`src/rtl/symfil_ctrl.sv`:
```
// symfil_ctrl: sequencing controller for the slow symmetric FIR filter.
//
// Runs the coefficient-load sequence (hold filter in reset, flush, stream
// NTAPS/2 taps from the host), paces input samples so filter strobes are at
// least GAP idle cycles apart, and captures filter results into a one-entry
// valid/ready buffer. The first result after a load is the filter's stale
// accumulator and is discarded. A result arriving while the buffer is full
// and not being popped is dropped and flagged on a sticky overrun bit.
//
// Ports:
//   i_clk, i_reset_n                     clock, async active-low reset
//   i_cfg_start                          begin a coefficient reload (any state)
//   i_cfg_valid/o_cfg_ready, i_cfg_tap   host tap stream
//   o_cfg_busy                           flush or load in progress
//   i_s_valid/o_s_ready, i_s_data        sample stream
//   o_fil_reset                          synchronous reset to the filter
//   o_fil_tap_wr, o_fil_tap              filter tap write
//   o_fil_ce, o_fil_sample               filter sample strobe
//   i_fil_ce, i_fil_result               filter result strobe
//   o_r_valid/i_r_ready, o_r_data        result stream
//   o_overrun                            sticky: a result was dropped
module symfil_ctrl #(
    parameter int LGNTAPS  = 7,
    parameter int NTAPS    = 103,
    parameter int IW       = 16,
    parameter int TW       = 16,
    parameter int OW       = IW + TW + LGNTAPS,
    parameter int GAP      = NTAPS,
    parameter bit AUTO_RUN = 1'b0
) (
    input  logic          i_clk,
    input  logic          i_reset_n,
    input  logic          i_cfg_start,
    input  logic          i_cfg_valid,
    output logic          o_cfg_ready,
    input  logic [TW-1:0] i_cfg_tap,
    output logic          o_cfg_busy,
    input  logic          i_s_valid,
    output logic          o_s_ready,
    input  logic [IW-1:0] i_s_data,
    output logic          o_fil_reset,
    output logic          o_fil_tap_wr,
    output logic [TW-1:0] o_fil_tap,
    output logic          o_fil_ce,
    output logic [IW-1:0] o_fil_sample,
    input  logic          i_fil_ce,
    input  logic [OW-1:0] i_fil_result,
    output logic          o_r_valid,
    input  logic          i_r_ready,
    output logic [OW-1:0] o_r_data,
    output logic          o_overrun
);

    localparam int NLOAD = NTAPS >> 1;
    localparam int CW    = $clog2(NLOAD + 1);
    localparam int GW    = $clog2(GAP + 1);
    localparam logic [CW-1:0] NLOAD_M1 = CW'(NLOAD - 1);
    localparam logic [GW-1:0] GAP_L    = GW'(GAP);

    typedef enum logic [1:0] {S_HALT, S_FLUSH, S_LOAD, S_RUN} state_t;
    localparam state_t RESET_STATE = AUTO_RUN ? S_RUN : S_HALT;

    state_t        state, state_d;
    logic          flush_cnt, flush_cnt_d;
    logic [CW-1:0] tap_cnt, tap_cnt_d;
    logic [GW-1:0] gap, gap_d;
    logic          prime, prime_d;

    logic          cfg_ready_d, cfg_busy_d, s_ready_d, fil_reset_d;
    logic          fil_tap_wr_d, fil_ce_d, r_valid_d, overrun_d;
    logic [TW-1:0] fil_tap_d;
    logic [IW-1:0] fil_sample_d;
    logic [OW-1:0] r_data_d;

    logic cfg_hs, s_hs, pop, res_in;

    always_comb begin
        state_d      = state;
        flush_cnt_d  = flush_cnt;
        tap_cnt_d    = tap_cnt;
        gap_d        = gap;
        prime_d      = prime;
        r_valid_d    = o_r_valid;
        r_data_d     = o_r_data;
        overrun_d    = o_overrun;
        fil_tap_wr_d = 1'b0;
        fil_tap_d    = o_fil_tap;
        fil_ce_d     = 1'b0;
        fil_sample_d = o_fil_sample;

        cfg_hs = (state == S_LOAD) && o_cfg_ready && i_cfg_valid;
        s_hs   = (state == S_RUN) && o_s_ready && i_s_valid;
        pop    = o_r_valid && i_r_ready;
        res_in = (state == S_RUN) && i_fil_ce;

        if (i_cfg_start) begin
            // Reload wins over any handshake presented in the same cycle.
            state_d     = S_FLUSH;
            flush_cnt_d = 1'b0;
            tap_cnt_d   = '0;
            gap_d       = '0;
            prime_d     = 1'b1;
            r_valid_d   = 1'b0;
            r_data_d    = '0;
            overrun_d   = 1'b0;
        end else begin
            if (pop)
                r_valid_d = 1'b0;
            case (state)
                S_HALT: ;
                S_FLUSH: begin
                    // Two cycles of filter reset before taps are accepted.
                    if (flush_cnt)
                        state_d = S_LOAD;
                    else
                        flush_cnt_d = 1'b1;
                end
                S_LOAD: begin
                    if (cfg_hs) begin
                        fil_tap_wr_d = 1'b1;
                        fil_tap_d    = i_cfg_tap;
                        tap_cnt_d    = tap_cnt + 1'b1;
                        if (tap_cnt == NLOAD_M1)
                            state_d = S_RUN;
                    end
                end
                S_RUN: begin
                    if (s_hs) begin
                        fil_ce_d     = 1'b1;
                        fil_sample_d = i_s_data;
                        gap_d        = GAP_L;
                    end else if (gap != '0) begin
                        gap_d = gap - 1'b1;
                    end
                    if (res_in) begin
                        // A same-cycle pop frees the slot for the new result.
                        if (prime)
                            prime_d = 1'b0;
                        else if (!o_r_valid || pop) begin
                            r_valid_d = 1'b1;
                            r_data_d  = i_fil_result;
                        end else
                            overrun_d = 1'b1;
                    end
                end
                default: state_d = RESET_STATE;
            endcase
        end

        fil_reset_d = (state_d == S_HALT) || (state_d == S_FLUSH);
        cfg_busy_d  = (state_d == S_FLUSH) || (state_d == S_LOAD);
        cfg_ready_d = (state_d == S_LOAD);
        // Ready follows the gap counter one cycle late, so the sample strobes
        // end up GAP+2 cycles apart under continuous valid.
        s_ready_d   = (state_d == S_RUN) && (gap == '0) && !s_hs;
    end

    always_ff @(posedge i_clk or negedge i_reset_n) begin
        if (!i_reset_n) begin
            state        <= RESET_STATE;
            flush_cnt    <= 1'b0;
            tap_cnt      <= '0;
            gap          <= '0;
            // With fixed taps the filter still emits one stale result first.
            prime        <= AUTO_RUN;
            o_fil_reset  <= !AUTO_RUN;
            o_cfg_busy   <= 1'b0;
            o_cfg_ready  <= 1'b0;
            o_s_ready    <= 1'b0;
            o_fil_tap_wr <= 1'b0;
            o_fil_tap    <= '0;
            o_fil_ce     <= 1'b0;
            o_fil_sample <= '0;
            o_r_valid    <= 1'b0;
            o_r_data     <= '0;
            o_overrun    <= 1'b0;
        end else begin
            state        <= state_d;
            flush_cnt    <= flush_cnt_d;
            tap_cnt      <= tap_cnt_d;
            gap          <= gap_d;
            prime        <= prime_d;
            o_fil_reset  <= fil_reset_d;
            o_cfg_busy   <= cfg_busy_d;
            o_cfg_ready  <= cfg_ready_d;
            o_s_ready    <= s_ready_d;
            o_fil_tap_wr <= fil_tap_wr_d;
            o_fil_tap    <= fil_tap_d;
            o_fil_ce     <= fil_ce_d;
            o_fil_sample <= fil_sample_d;
            o_r_valid    <= r_valid_d;
            o_r_data     <= r_data_d;
            o_overrun    <= overrun_d;
        end
    end

endmodule

```
`config.mk`:
```
export PLATFORM = sky130hd
export DESIGN_NAME = symfil_ctrl
export DESIGN_NICKNAME = d
export VERILOG_FILES = /design/src/rtl/symfil_ctrl.sv
export SDC_FILE = /design/constraint.sdc
export NUM_CORES = 1
export LEC_CHECK = 0
export ABC_CLOCK_PERIOD_IN_PS = 2450
export BUFFER_PORTS_ARGS = -buffer_cell sky130_fd_sc_hd__buf_4
export CAP_MARGIN = 20
export CELL_PAD_IN_SITES_DETAIL_PLACEMENT = 1
export CELL_PAD_IN_SITES_GLOBAL_PLACEMENT = 1
export CORE_ASPECT_RATIO = 1.25
export CORE_MARGIN = 2
export CORE_UTILIZATION = 36
export DETAILED_ROUTE_END_ITERATION = 7
export PLACE_DENSITY_LB_ADDON = 0.1
export SLEW_MARGIN = 20
export SYNTH_ARGS = -nofsm -noshare
export SYNTH_HDL_FRONTEND = slang
export SYNTH_SLANG_ARGS = --single-unit
export TNS_END_PERCENT = 5
```
`constraint.sdc`:
```
create_clock -name i_clk -period 2.45 [get_ports i_clk]
set_clock_uncertainty 0.1 [all_clocks]
set_input_delay 0.49 -clock i_clk [delete_from_list [all_inputs] [get_ports i_clk]]
set_output_delay 0.49 -clock i_clk [all_outputs]
set_load 0.01 [all_outputs]
```
## After elaboration in Yosys (flattened, before gate mapping)

Cells that the tools add are included.

- Magnitude comparators: 0
- Reduce and logical (&&, ||, !) cells: 30
- Eq/ne operators: 9
- Bitwise logic cells: 1
- Shift operators: 0
- $add $sub $neg: 2
- Divide/modulo/power cells: 0
- Multiplexer cells: 39
- $mul: 0

Operators by type and width:

| cell | number |
|---|---|
| two-way mux 39 bit | 5 |
| two-way mux 7 bit | 4 |
| two-way mux 1 bit | 22 |
| two-way mux 6 bit | 3 |
| nonzero test 2 bit | 6 |
| equality test 2 bit, second input constant | 4 |
| logical AND 1 bit | 8 |
| two-way mux 2 bit | 4 |
| AND reduction 4 bit | 2 |
| logical NOT 7 bit | 1 |
| nonzero test 7 bit | 1 |
| subtractor 7 x 1 -> 7 bit, second input constant | 1 |
| adder 6 x 1 -> 6 bit, second input constant | 1 |
| equality test 6 bit, second input constant | 1 |
| AND reduction 2 bit | 3 |
| AND reduction 3 bit | 2 |
| equality test 2 x 1 -> 1 bit, second input constant | 2 |
| != test 2 bit, second input constant | 2 |
| one-hot mux 2 bit (2 select lines) | 1 |
| logical OR 1 bit | 3 |
| nonzero test 3 bit | 1 |
| logical NOT 1 bit | 2 |
| logical NOT 2 bit | 1 |
| inverter 1 bit | 1 |

- Register bits: 96
- Latch bits: 0
- ROM bits: 0
- Bits in writable memories: 0
- Input port bits: 78
- Memories: 0
- Output and inout port bits: 79

## Logic depth before layout (Yosys ltp)

Gate-level depths: netlist of the first run.

- Word-level depth: 9
- Depth in mapped cells: 10
- Gate-level depth less buffers: 9

## Least setup slack after synthesis of the first run

OpenSTA, ideal clock, no wires.

- Path kind: register -> register
- Start point: register state[0]
- End point: register o_fil_reset
- Path slack: 0.233 ns
- Clock period less this slack: 2.217 ns
- Path buffers: 1
- Required time: 2.266 ns
- Data arrival time: 2.032 ns
- Stages on the path, launching flop included: 10
- Path through: dfrtp_1 -> inv_1 -> ha_1 -> and3_1 -> buf_2 -> and4b_1 -> o22a_1 -> or2_2 -> ha_1 -> or2_2

- Longest elaborated chain between the ends: 8

RTL lines:

| element | line | source |
|---|---|---|
| start: declaration | 63 | `state_t state, state_d;` |
| start signal: assignment | 178 | `state <= state_d;` |
| equality test 2 bit | 91, 109 |  |
| logical AND 1 bit (2 in a row) | 91 | `cfg_hs = (state == S_LOAD) && o_cfg_ready && i_cfg_valid;` |
| two-way mux 2 bit | 119 | `if (cfg_hs) begin` |
| one-hot mux 2 bit (2 select lines) (*) | 109 | `case (state)` |
| two-way mux 2 bit (*) | 96 | `if (i_cfg_start) begin` |
| named net state_d[0] | 63 |  |
| equality test 2 x 1 -> 1 bit or logical NOT 2 bit (tied branches) | 150 | `fil_reset_d = (state_d == S_HALT) \|\| (state_d == S_FLUSH);` |
| logical OR 1 bit (*) | 150 |  |
| named net fil_reset_d | 69 | `logic cfg_ready_d, cfg_busy_d, s_ready_d, fil_reset_d;` |
| end signal: assignment | 166 | `o_fil_reset <= !AUTO_RUN;` |
| end signal: assignment | 183 | `o_fil_reset <= fil_reset_d;` |
| end: declaration | 41 | `output logic o_fil_reset,` |

Mark *: on every way through the listed nets, which the timed path passes. The rest lies on a longest branch.
A chain may end at the register's enable or synchronous reset.

## Final worst setup path of the first run

Same ends and word-level chain as after synthesis.

==> impl_summary.log, run 1 <==
[metrics] run status: finished, final reports clean
[metrics] most used cells in the layout excluding fill and tap cells: 164 x sky130_fd_sc_hd__buf_4, 95 x sky130_fd_sc_hd__dfrtp_1, 83 x sky130_fd_sc_hd__nand2_1
[metrics] # Max-Cap Violations: 0
[metrics] internal reg-to-reg setup slack: roughly 170 ps
[metrics] fraction of post-synthesis cell area in the top cell type by area: 59.6%
[metrics] Post-Synthesis Cells: 365
[metrics] # H-tree levels: 3
[metrics] Synth Area per Inst: 10.9 sq um
[metrics] Detailed Route WL: 10.8 mm
[metrics] synthesized cell area: roughly 0.004 sq mm
[metrics] post_cts resized: 0
[metrics] CTS Buf Count: 9
[metrics] final setup fails: 0
[metrics] Synthesized Nets: approximately 450
[metrics] insertion delay to the later sink of the worst-skew pair: 340 ps
[metrics] register bit count reported by yosys: 96
[metrics] Die Y-Extent: 122 um
[metrics] launching element of the worst setup path: state[0]$_DFF_PN0_
[metrics] HPWL Detailed: between 7 and 8 mm
[metrics] share of synthesized flip-flops with an asynchronous set or reset: 100%
[metrics] Clock Path Buffers: 2
[metrics] classification of the worst-slack hold path: in2reg
[metrics] total count of hold-check failures in the final report: 0
[metrics] flip-flop cell with the highest count after synthesis: sky130_fd_sc_hd__dfrtp_1
[metrics] row count: 43
[metrics] top cells by area in the synthesized netlist: sky130_fd_sc_hd__dfrtp_1 60%, sky130_fd_sc_hd__mux2_2 9.0%, sky130_fd_sc_hd__nand2_1 7.8%
[metrics] maximum number of pins on one net before global-route repair: 54
[metrics] setup repair after global routing missed its margin: false
[metrics] reg-to-reg critical path startpoint: state[0]$_DFF_PN0_
[metrics] first-pass iteration count of the detailed router: 4
[metrics] Clk Tree Root Cell: sky130_fd_sc_hd__clkbuf_16
[metrics] placeable core region: approximately 0.011 sq mm
[metrics] total track usage: 17.9%
[metrics] Port-buffer cells: 156
[metrics] fraction of power spent switching nets: 26.9%
[metrics] cells along the critical path: inv_1 -> ha_1 -> nor4bb_1 -> and4b_1 -> o22a_1 -> or2_2 -> ha_1 -> or2_2
[metrics] die area: around 0.012 sq mm
[metrics] normalized max-slew margin: 66.2%
[metrics] Power Dens Cells: 672 mW/mm^2
[metrics] leading cell type in the layout, fill and taps excluded: sky130_fd_sc_hd__buf_4
[metrics] shortest period the worst path allows: 2280 ps
[metrics] number of synthesis warnings: 0
[metrics] final net count: 610
[metrics] average wire per standard cell: around 16 um
[metrics] period utilisation layout: 93.1%
[metrics] portion of the post-synthesis area used by sequential elements: around three fifths
[metrics] wire length of the first global-routing pass: 16.8 mm
[metrics] area grow syn2layout: 40.8%
[metrics] fraction of power consumed by the clock network: between 30% and 40%
[metrics] kind of capture point of the worst setup path: flip-flop
[metrics] top fanout value on the critical path: 5
[metrics] post-detailed-route via-to-cell ratio: 4.87
[metrics] remaining global-route overflow: 0
[metrics] number of enable flip-flop cells after synthesis: 0
[metrics] layout cell share with drive strength beyond 1: 42.2%
[metrics] IO Count: 157
[metrics] antenna cell count: 0
[metrics] type of element launching the critical path: flip-flop
[metrics] net switching power: 0.00102 W
[metrics] Filler cells: approximately 1,300
[metrics] x dimension of the die: between 90 and 100 um
[metrics] fmax: about 440 MHz
[metrics] sequential share of power: a little under half
[metrics] clock-pin slew on the worst setup and hold paths: around 70 ps
[metrics] initial cell density of the core: 36.4%
[metrics] vias in the first global route: 3,285
[metrics] DRC marker count from the first detailed-route iteration: 67
[metrics] distinct cell type count after synthesis: ~40
[metrics] longest individual stage delay on the worst path: 410 ps
[metrics] combinational share of power: 18.1%
[metrics] origin of the worst min-delay path: i_s_data[9]
[metrics] Post-DRT Antenna Nets: 0
[metrics] summed negative setup slack over all endpoints: 0 ps
[metrics] slew at the pin closest to its max-slew limit: 506 ps
[metrics] number of antenna violations at the first check in global routing: 0
[metrics] gp weighted congestion: 0.736
[metrics] most area-hungry cell type in the Yosys netlist: sky130_fd_sc_hd__dfrtp_1
[metrics] Final Max Tran Viols: 0
[metrics] Design Power: between 0.003 and 0.004 W
[metrics] static leakage: 2.85 nW
[metrics] routed via count: 3,217
[metrics] internal power of the cells: between 0.002 and 0.003 W
[metrics] worst endpoint required time: 2610 ps
[metrics] critical path start-end classification: reg2reg
[metrics] Slowest cell on crit path: sky130_fd_sc_hd__dfrtp_1
[metrics] DR DRC count: 0
[metrics] WP data arrival: between 2000 and 2500 ps
[metrics] number of sinks driven by the clock tree: 96
[metrics] clock tree from TritonCTS: yes
[metrics] maximum ir drop on the vdd rail: 0.525 mV
-- Yosys cell counts (3+ instances only) --
cell                       instances
sky130_fd_sc_hd__dfrtp_1          95
sky130_fd_sc_hd__nand2_1          83
sky130_fd_sc_hd__a21oi_1          45
sky130_fd_sc_hd__mux2_2           32
sky130_fd_sc_hd__nor2_1           17
sky130_fd_sc_hd__clkbuf_1         14
sky130_fd_sc_hd__ha_1             11
sky130_fd_sc_hd__inv_1             8
sky130_fd_sc_hd__buf_2             5
sky130_fd_sc_hd__nand2b_1          4
sky130_fd_sc_hd__xor2_1            4
sky130_fd_sc_hd__nor2b_1           3
sky130_fd_sc_hd__nor3_1            3
sky130_fd_sc_hd__o21ai_0           3
sky130_fd_sc_hd__or2_2             3
-- final timing paths --
check	endpoint	depth (start not counted)
worst max-delay path	o_fil_reset$_DFF_PN1_	8
worst min-delay path	o_fil_sample[9]$_DFFE_PN0P_	2
worst max register to register	o_fil_reset$_DFF_PN1_	8
worst min register to register	prime$_DFFE_PN0P_	1
max in group asynchronous	o_fil_sample[3]$_DFFE_PN0P_	3
min in group asynchronous	o_r_data[0]$_DFFE_PN0P_	2
-- metal layers --
layer | vias to the layer above | track usage (%) | share of wire (%)
li1 | 1526 | - | -
met1 | 1586 | 21.8 | 41
met2 | 92 | 31.5 | 52
met3 | 13 | 2.81 | 4.8
met4 | 0 | 7.53 | 1.8
met5 | - | 0 | 0
-- worst max-delay path: cells and delay by family (launching register included) --
kind,cells,cell delay [ps]
and+or+nand+nor,4,870
adders and majority gates,2,550
DFF,1,410
AOI/OAI and AO/OA,1,200
buffers and inverters,1,90
-- what timing repair did --
action,4_1_cts,5_1_grt
setup buffers,0,0
hold buffers,1,0
endpoints found under the setup margin,0,0
endpoints found under the hold margin,25,0
-- stage by stage --
| stage | setup WS, ps | instances | utilization, % | cell area (sq um) | hold WS, ps |
|---|---|---|---|---|---|
| floorplan | 233 | 365 | - | 3990 | 94.4 |
| global placement | 240 | 644 | 48.6 | 5340 | 339 |
| detailed placement | 173 | 644 | 48.6 | 5340 | 347 |
| CTS | 158 | 661 | 51.2 | 5620 | 264 |
| global route | 58.5 | 661 | 51.2 | 5620 | 276 |
| finish | 169 | 661 | 51.2 | 5620 | 278 |
-- cell type report --
type | count | area, sq um | share of cell area [%]
repair buffers | 167 | 1280 | 22.8
clock buffers | 9 | 225 | 4.01
inverters | 8 | 30.0 | 0.534
well taps | 135 | 169 | 3.00
flip-flops and latches | 96 | 2400 | 42.8
multi-input cells | 239 | 1460 | 26.0
clock inverters | 7 | 48.8 | 0.868
-- cell families (layout without fill, tap and decap cells) --
kind of cell | after synthesis | count (layout) | share of synthesized area, %
adder cells (fa/ha/maj) | 11 | 11 | 3.45
multiplexers | 32 | 32 | 9.03
AO/OA/AOI/OAI | 60 | 60 | 8.31
XOR/XNOR | 6 | 6 | 1.32
buffers and inverters | 30 | 191 | 3.17
AND/OR/NAND/NOR | 130 | 130 | 14.5
flip-flops | 96 | 96 | 60.2
-- power by group through the flow --
stage | clock network [W] | logic, W | registers (W)
after floorplan | 0 | 0.000269 | 0.00186
after global routing | 0.00139 | 0.000751 | 0.00181
after global placement | 0 | 0.000659 | 0.00181
after CTS | 0.00134 | 0.000695 | 0.00179
after detailed placement | 0 | 0.000689 | 0.00182
final | 0.00131 | 0.000683 | 0.00179
-- state kept, by name, summed over array words and instances, names as in the netlist, 2 cells and up --
name	cells
gap	7
o_fil_sample	16
o_fil_tap	16
o_r_data	39
state	2
tap_cnt	6
Note: power is estimated with default switching activity, not from simulation.
==> inputs of run 2 (changes only) <==
Settings changed: PLACE_DENSITY set to 0.77, PLACE_DENSITY_LB_ADDON 0.1 to unset.
==> run 2 against run 1 <==
Die area stayed put. Critical endpoint unchanged. Critical path type unchanged. Clock-buffer cell count is 2 higher. Total power is 0.56% higher. Register-to-register slack hardly changed. Highest routed layer unchanged.
==> impl_summary.log, run 2 (same netlist as run 1, synthesis figures left out) <==
[metrics] area grow syn2layout: 40.5%
[metrics] total track usage: 18.0% (+0.15 points)
[metrics] Clock Path Buffers: 2 (unchanged)
[metrics] critical path start-end classification: reg2reg
[metrics] run status: finished, final reports clean
[metrics] CTS Buf Count: 9 (unchanged)
[metrics] Die Y-Extent: 122 um (unchanged)
[metrics] final setup fails: 0 (unchanged)
[metrics] Clk Tree Root Cell: sky130_fd_sc_hd__clkbuf_16
[metrics] maximum ir drop on the vdd rail: 0.450 mV (-14%)
[metrics] routed via count: 3,205 (-0.37%)
[metrics] IO Count: 157 (unchanged)
[metrics] final net count: 609 (-0.16%)
[metrics] x dimension of the die: 98.2 um (unchanged)
[metrics] Design Power: 0.00380 W (+0.56%)
[metrics] initial cell density of the core: 36.4% (unchanged)
[metrics] Power Dens Cells: 678 mW/mm^2 (+0.80%)
[metrics] sequential share of power: 47.1% (-0.3 points)
[metrics] internal power of the cells: 0.00280 W (+1.4%)
[metrics] clock-pin slew on the worst setup and hold paths: 70 ps (about the same)
[metrics] fraction of power consumed by the clock network: 35.0% (+0.5 points)
[metrics] combinational share of power: 17.9% (-0.2 points)
[metrics] HPWL Detailed: 7.94 mm (+5.4%)
[metrics] Post-CTS Hold Buffers: 0 (-1)
[metrics] vias in the first global route: 3,554 (+8.2%)
[metrics] period utilisation layout: 93.4% (+0.33 points)
[metrics] net switching power: 0.00100 W (-1.6%)
[metrics] # H-tree levels: 3 (unchanged)
[metrics] Most flops, register: o_r_data
[metrics] slew at the pin closest to its max-slew limit: 485 ps (-21.7 ps)
[metrics] die area: 0.0120 sq mm (unchanged)
[metrics] fraction of power spent switching nets: 26.3% (-0.59 points)
[metrics] Final Max Tran Viols: 0 (unchanged)
[metrics] leading cell type in the layout, fill and taps excluded: sky130_fd_sc_hd__buf_4
[metrics] post-detailed-route via-to-cell ratio: 4.86 (-0.22%)
[metrics] area occupied by registers: 0.00240 sq mm (unchanged)
[metrics] final hold slack: 1.54 ps (-276 ps)
[metrics] fmax: 437 MHz (-0.36%)
[metrics] post-CTS repair timing setup buffer count: 0 (unchanged)
[metrics] cell area after layout: 0.00561 sq mm (-0.24%)
[metrics] most used cells in the layout excluding fill and tap cells: 165 x sky130_fd_sc_hd__buf_4, 95 x sky130_fd_sc_hd__dfrtp_1, 83 x sky130_fd_sc_hd__nand2_1
[metrics] Filler cells: 1,240 (-1.2%)
[metrics] area of the multi-input gates: 0.00146 sq mm (unchanged)
[metrics] number of antenna violations at the first check in global routing: 0 (unchanged)
[metrics] Detailed Route WL: 10.6 mm (-1.3%)
[metrics] DR DRC count: 0 (unchanged)
[metrics] top fanout value on the critical path: 5 (unchanged)
[metrics] row count: 43 (unchanged)
[metrics] post_cts resized: 0 (unchanged)
[metrics] number of sinks driven by the clock tree: 96 (unchanged)
[metrics] Post-DRT Antenna Nets: 0 (unchanged)
[metrics] static leakage: 2.84 nW (about the same)
[metrics] insertion delay to the later sink of the worst-skew pair: 340 ps (about the same)
[metrics] summed negative setup slack over all endpoints: 0 ps (unchanged)
[metrics] placeable core region: 0.0110 sq mm (unchanged)
[metrics] total count of hold-check failures in the final report: 0 (unchanged)
[metrics] layout cell share with drive strength beyond 1: 42.1% (-0.11 points)
[metrics] DRC marker count from the first detailed-route iteration: 38 (-43%)
[metrics] wire length of the first global-routing pass: 17.3 mm (+2.9%)
[metrics] antenna cell count: 0 (unchanged)
[metrics] worst endpoint required time: 2620 ps (about the same)
[metrics] first-pass iteration count of the detailed router: 4 (unchanged)
[metrics] clock tree from TritonCTS: yes
[metrics] flip-flop count of the largest register after layout: 39 (unchanged)
[metrics] Port-buffer cells: 156 (unchanged)
[metrics] average wire per standard cell: 16.1 um (-1.2%)
[metrics] type of element launching the critical path: flip-flop
[metrics] kind of capture point of the worst setup path: flip-flop
[metrics] # Max-Cap Violations: 0 (unchanged)
[metrics] classification of the worst-slack hold path: in2async
[metrics] WP data arrival: 2460 ps (about the same)
[metrics] shortest period the worst path allows: 2290 ps (+8.19 ps)
[metrics] DP Area: 0.00533 sq mm (-0.23%)
[metrics] gp weighted congestion: 0.781 (+6.1%)
[metrics] maximum number of pins on one net before global-route repair: 43 (-20%)
[metrics] largest registers: o_r_data x39, o_fil_sample x16, o_fil_tap x16
[metrics] normalized max-slew margin: 67.7% (+1.4 points)
[metrics] remaining global-route overflow: 0 (unchanged)
[metrics] setup repair after global routing missed its margin: false
[run 2: cell types whose count changed in the layout (fill, tap and decap cells not counted), sizes merged]
cell,change
clkbuf,+2
clkinv,-2
clkinvlp,-1
dlygate4sd3,-1
inv,+1
[run 2: metal layers]
| metal | vias to the layer above | track usage [%] | wire (um) |
|---|---|---|---|
| met1 | 1579 | 21.4 | 4190 |
| met5 | - | 0 | 0 |
| met2 | 89 | 32.4 | 5710 |
| met3 | 16 | 3.33 | 491 |
| li1 | 1521 | - | - |
| met4 | 0 | 6.93 | 238 |
[run 2: worst max-delay path, stage by stage, from the launching register on]
cell                       delay [ps]
sky130_fd_sc_hd__dfrtp_1          420
sky130_fd_sc_hd__inv_1            100
sky130_fd_sc_hd__ha_1             350
sky130_fd_sc_hd__nor4bb_1          70
sky130_fd_sc_hd__and4b_1          200
sky130_fd_sc_hd__o22a_1           190
sky130_fd_sc_hd__or2_2            310
sky130_fd_sc_hd__ha_1             200
sky130_fd_sc_hd__or2_2            290
[run 2: path summary, 6_finish.rpt]
path | from | endpoint | slack (ps) | cells after the start
worst max-delay path | state[0]$_DFF_PN0_ | o_fil_reset$_DFF_PN1_ | 160 | 8
min in group i_clk | i_s_data[15] | o_fil_sample[15]$_DFFE_PN0P_ | 270 | 2
worst min-delay path | i_reset_n | o_fil_tap[0]$_DFFE_PN0P_ | 2 | 1
max in group asynchronous | i_reset_n | o_fil_sample[6]$_DFFE_PN0P_ | 1580 | 2
worst max register to register | state[0]$_DFF_PN0_ | o_fil_reset$_DFF_PN1_ | 160 | 8
worst min register to register | prime$_DFFE_PN0P_ | prime$_DFFE_PN0P_ | 400 | 1
[run 2: final cells by class]
cell class,instances,area share [%]
Clock buffer,11,4.33
Tap cell,135,3.01
Clock inverter,5,0.714
Inverter,8,0.535
Multi-Input combinational cell,239,26.1
Sequential cell,96,42.9
Timing Repair Buffer,166,22.4
[run 2: power groups by stage]
stage | sequential (W) | combinational (W) | clock [W]
floorplan | 0.00186 | 0.000269 | 0
global placement | 0.00181 | 0.000659 | 0
detailed placement | 0.00182 | 0.000692 | 0
CTS | 0.00179 | 0.000696 | 0.00137
global route | 0.00181 | 0.000761 | 0.00141
finish | 0.00179 | 0.000679 | 0.00133
[run 2: stage by stage]
step                worst slack [ps]  std cells  utilization [%]
floorplan                        233        365                -
global placement                 239        644             48.5
detailed placement               166        644             48.5
CTS                              140        660             51.1
global route                    35.9        660             51.1
finish                           161        660             51.1
==> inputs of run 3 (changes only) <==
Settings changed: CORE_UTILIZATION 36 to 25, PLACE_DENSITY 0.77 to 0.56.
==> run 3 against run 2 <==
Sequential share of layout area decreased by 1.4 points. Sequential cell count is the same. First-iteration DRC count increased to 3.7 times the previous value. Total power up 7.3%. Largest power group unchanged.
==> impl_summary.log, run 3 (same netlist as run 1, synthesis figures left out) <==
[metrics] HPWL Detailed: 8.50 mm (+7.0%)
[metrics] post-detailed-route via-to-cell ratio: 4.38 (-9.7%)
[metrics] Post-DRT Antenna Nets: 0 (unchanged)
[metrics] worst endpoint required time: 2630 ps (about the same)
[metrics] kind of capture point of the worst setup path: flip-flop
[metrics] kind of cell with the highest combined delay on the critical path: simple AND/OR/NAND/NOR gates
[metrics] WP depth: 8 (unchanged)
[metrics] # H-tree levels: 3 (unchanged)
[metrics] summed negative setup slack over all endpoints: 0 ps (unchanged)
[metrics] type of element launching the critical path: flip-flop
[metrics] FF-to-FF path depth: 8 (unchanged)
[metrics] top fanout value on the critical path: 5 (unchanged)
[metrics] Slowest cell on crit path: sky130_fd_sc_hd__dfrtp_1
[metrics] number of cells on the worst hold path: 2
[metrics] crit path buf inv count: 1 (unchanged)
[metrics] largest registers: o_r_data x39, o_fil_sample x16, o_fil_tap x16
[metrics] routed via count: 3,235 (+0.94%)
[metrics] classification of the worst-slack hold path: in2reg
[metrics] DRC marker count from the first detailed-route iteration: 141 (+270%)
[metrics] post_cts resized: 0 (unchanged)
[metrics] cells along the critical path: inv_1 -> ha_1 -> nor4bb_1 -> and4b_1 -> o22a_1 -> or2_2 -> ha_1 -> or2_2
[metrics] Die Y-Extent: 145 um (+19%)
[metrics] Design Power: 0.00408 W (+7.3%)
[metrics] shortest period the worst path allows: 2320 ps (+26.8 ps)
[metrics] Final Max Tran Viols: 0 (unchanged)
[metrics] critical path start-end classification: reg2reg
[metrics] layout cell share with drive strength beyond 1: 42.2% (+0.11 points)
[metrics] Clk Tree Root Cell: sky130_fd_sc_hd__clkbuf_16
[metrics] clock-pin slew on the worst setup and hold paths: 70 ps (about the same)
[metrics] reg-to-reg critical path startpoint: state[0]$_DFF_PN0_
[metrics] launching element of the worst setup path: state[0]$_DFF_PN0_
[metrics] IO Count: 157 (unchanged)
[metrics] WP data arrival: 2490 ps (+30 ps)
[metrics] fmax: 432 MHz (-1.2%)
[metrics] static leakage: 2.90 nW (+1.9%)
[metrics] DR DRC count: 0 (unchanged)
[metrics] final net count: 610 (+0.16%)
[metrics] origin of the worst min-delay path: i_s_data[1]
[metrics] x dimension of the die: 117 um (+19%)
[metrics] average wire per standard cell: 15.7 um (-2.5%)
[metrics] Most flops, register: o_r_data
[metrics] Power Dens Cells: 703 mW/mm^2 (+3.7%)
[metrics] run status: finished, final reports clean
[metrics] vias in the first global route: 3,534 (-0.56%)
[metrics] Detailed Route WL: 11.6 mm (+9.0%)
[metrics] final setup fails: 0 (unchanged)
[metrics] normalized max-slew margin: 65.1% (-2.6 points)
[metrics] antenna cell count: 0 (unchanged)
[metrics] number of antenna violations at the first check in global routing: 0 (unchanged)
[metrics] period utilisation layout: 94.5% (+1.1 points)
[metrics] wire length of the first global-routing pass: 18.5 mm (+7.1%)
[metrics] flip-flop count of the largest register after layout: 39 (unchanged)
[metrics] number of sinks driven by the clock tree: 96 (unchanged)
[metrics] total track usage: 14.3% (-3.8 points)
[metrics] initial cell density of the core: 25.5% (-11 points)
[metrics] first-pass iteration count of the detailed router: 4 (unchanged)
[metrics] CTS Buf Count: 9 (unchanged)
[metrics] die area: 0.0170 sq mm (+42%)
[metrics] gp weighted congestion: 0.703 (-10%)
[metrics] # Max-Cap Violations: 0 (unchanged)
[metrics] post-layout utilization of the core: 37.1% (-14 points)
[metrics] slew at the pin closest to its max-slew limit: 524 ps (+38.9 ps)
[metrics] area grow syn2layout: 45.3%
[metrics] leading cell type in the layout, fill and taps excluded: sky130_fd_sc_hd__buf_4
[metrics] insertion delay to the later sink of the worst-skew pair: 350 ps (about the same)
[metrics] longest individual stage delay on the worst path: 420 ps (about the same)
[metrics] total count of hold-check failures in the final report: 0 (unchanged)
[metrics] Clock Path Buffers: 2 (unchanged)
[metrics] maximum number of pins on one net before global-route repair: 40 (-7.0%)
[metrics] remaining global-route overflow: 0 (unchanged)
[metrics] Port-buffer cells: 156 (unchanged)
[metrics] placeable core region: 0.0156 sq mm (+42%)
[metrics] setup repair after global routing missed its margin: false
[metrics] row count: 51 (+19%)
[metrics] most used cells in the layout excluding fill and tap cells: 163 x sky130_fd_sc_hd__buf_4, 95 x sky130_fd_sc_hd__dfrtp_1, 83 x sky130_fd_sc_hd__nand2_1
[metrics] clock tree from TritonCTS: yes
[metrics] maximum ir drop on the vdd rail: 0.287 mV (-36%)
-- run 3: routing by layer --
layer  share of wire, %  track usage [%]
met1                 39             15.9
met2                 53             25.0
met5                  0                0
met4                3.4             6.88
met3                4.8             3.26
-- run 3: area by class of cell --
class                           instances  area (sq um)
Clock buffer                           11           253
Clock inverter                          5          86.3
Fill cell                            1783          9830
Inverter                                8          30.0
Multi-Input combinational cell        239          1470
Sequential cell                        96          2400
Tap cell                              212           265
Timing Repair Buffer                  167          1290
-- run 3: report_power, final --
part           internal, W  total [W]  leakage [nW]  switching (W)
registers          0.00171    0.00179          1.32      0.0000765
clock network     0.000960    0.00160         0.167       0.000638
logic             0.000364   0.000690          1.41       0.000327
-- run 3: repair_timing --
action | in CTS | in global routing
hold buffers | 1 | 0
hold endpoints to repair | 21 | 0
setup buffers | 0 | 0
-- run 3: through the flow --
stage | instance area (sq um) | hold slack [ps] | std cells | setup WS [ps]
6_report | 5800 | 267 | 738 | 134
5_1_grt | 5800 | 253 | 738 | 36.5
4_1_cts | 5800 | 250 | 738 | 126
3_5_place_dp | 5450 | 325 | 721 | 148
3_3_place_gp | 5450 | 322 | 721 | 242
2_1_floorplan | 3990 | 94.4 | 365 | 233
-- run 3: path summary, 6_finish.rpt --
path,endpoint,slack (ps)
max in group asynchronous,o_fil_sample[12]$_DFFE_PN0P_,1100
hold reg to reg,prime$_DFFE_PN0P_,380
setup reg to reg,o_fil_reset$_DFF_PN1_,130
hold / removal,o_fil_sample[1]$_DFFE_PN0P_,270
setup / recovery,o_fil_reset$_DFF_PN1_,130
min in group asynchronous,o_r_data[26]$_DFFE_PN0P_,490
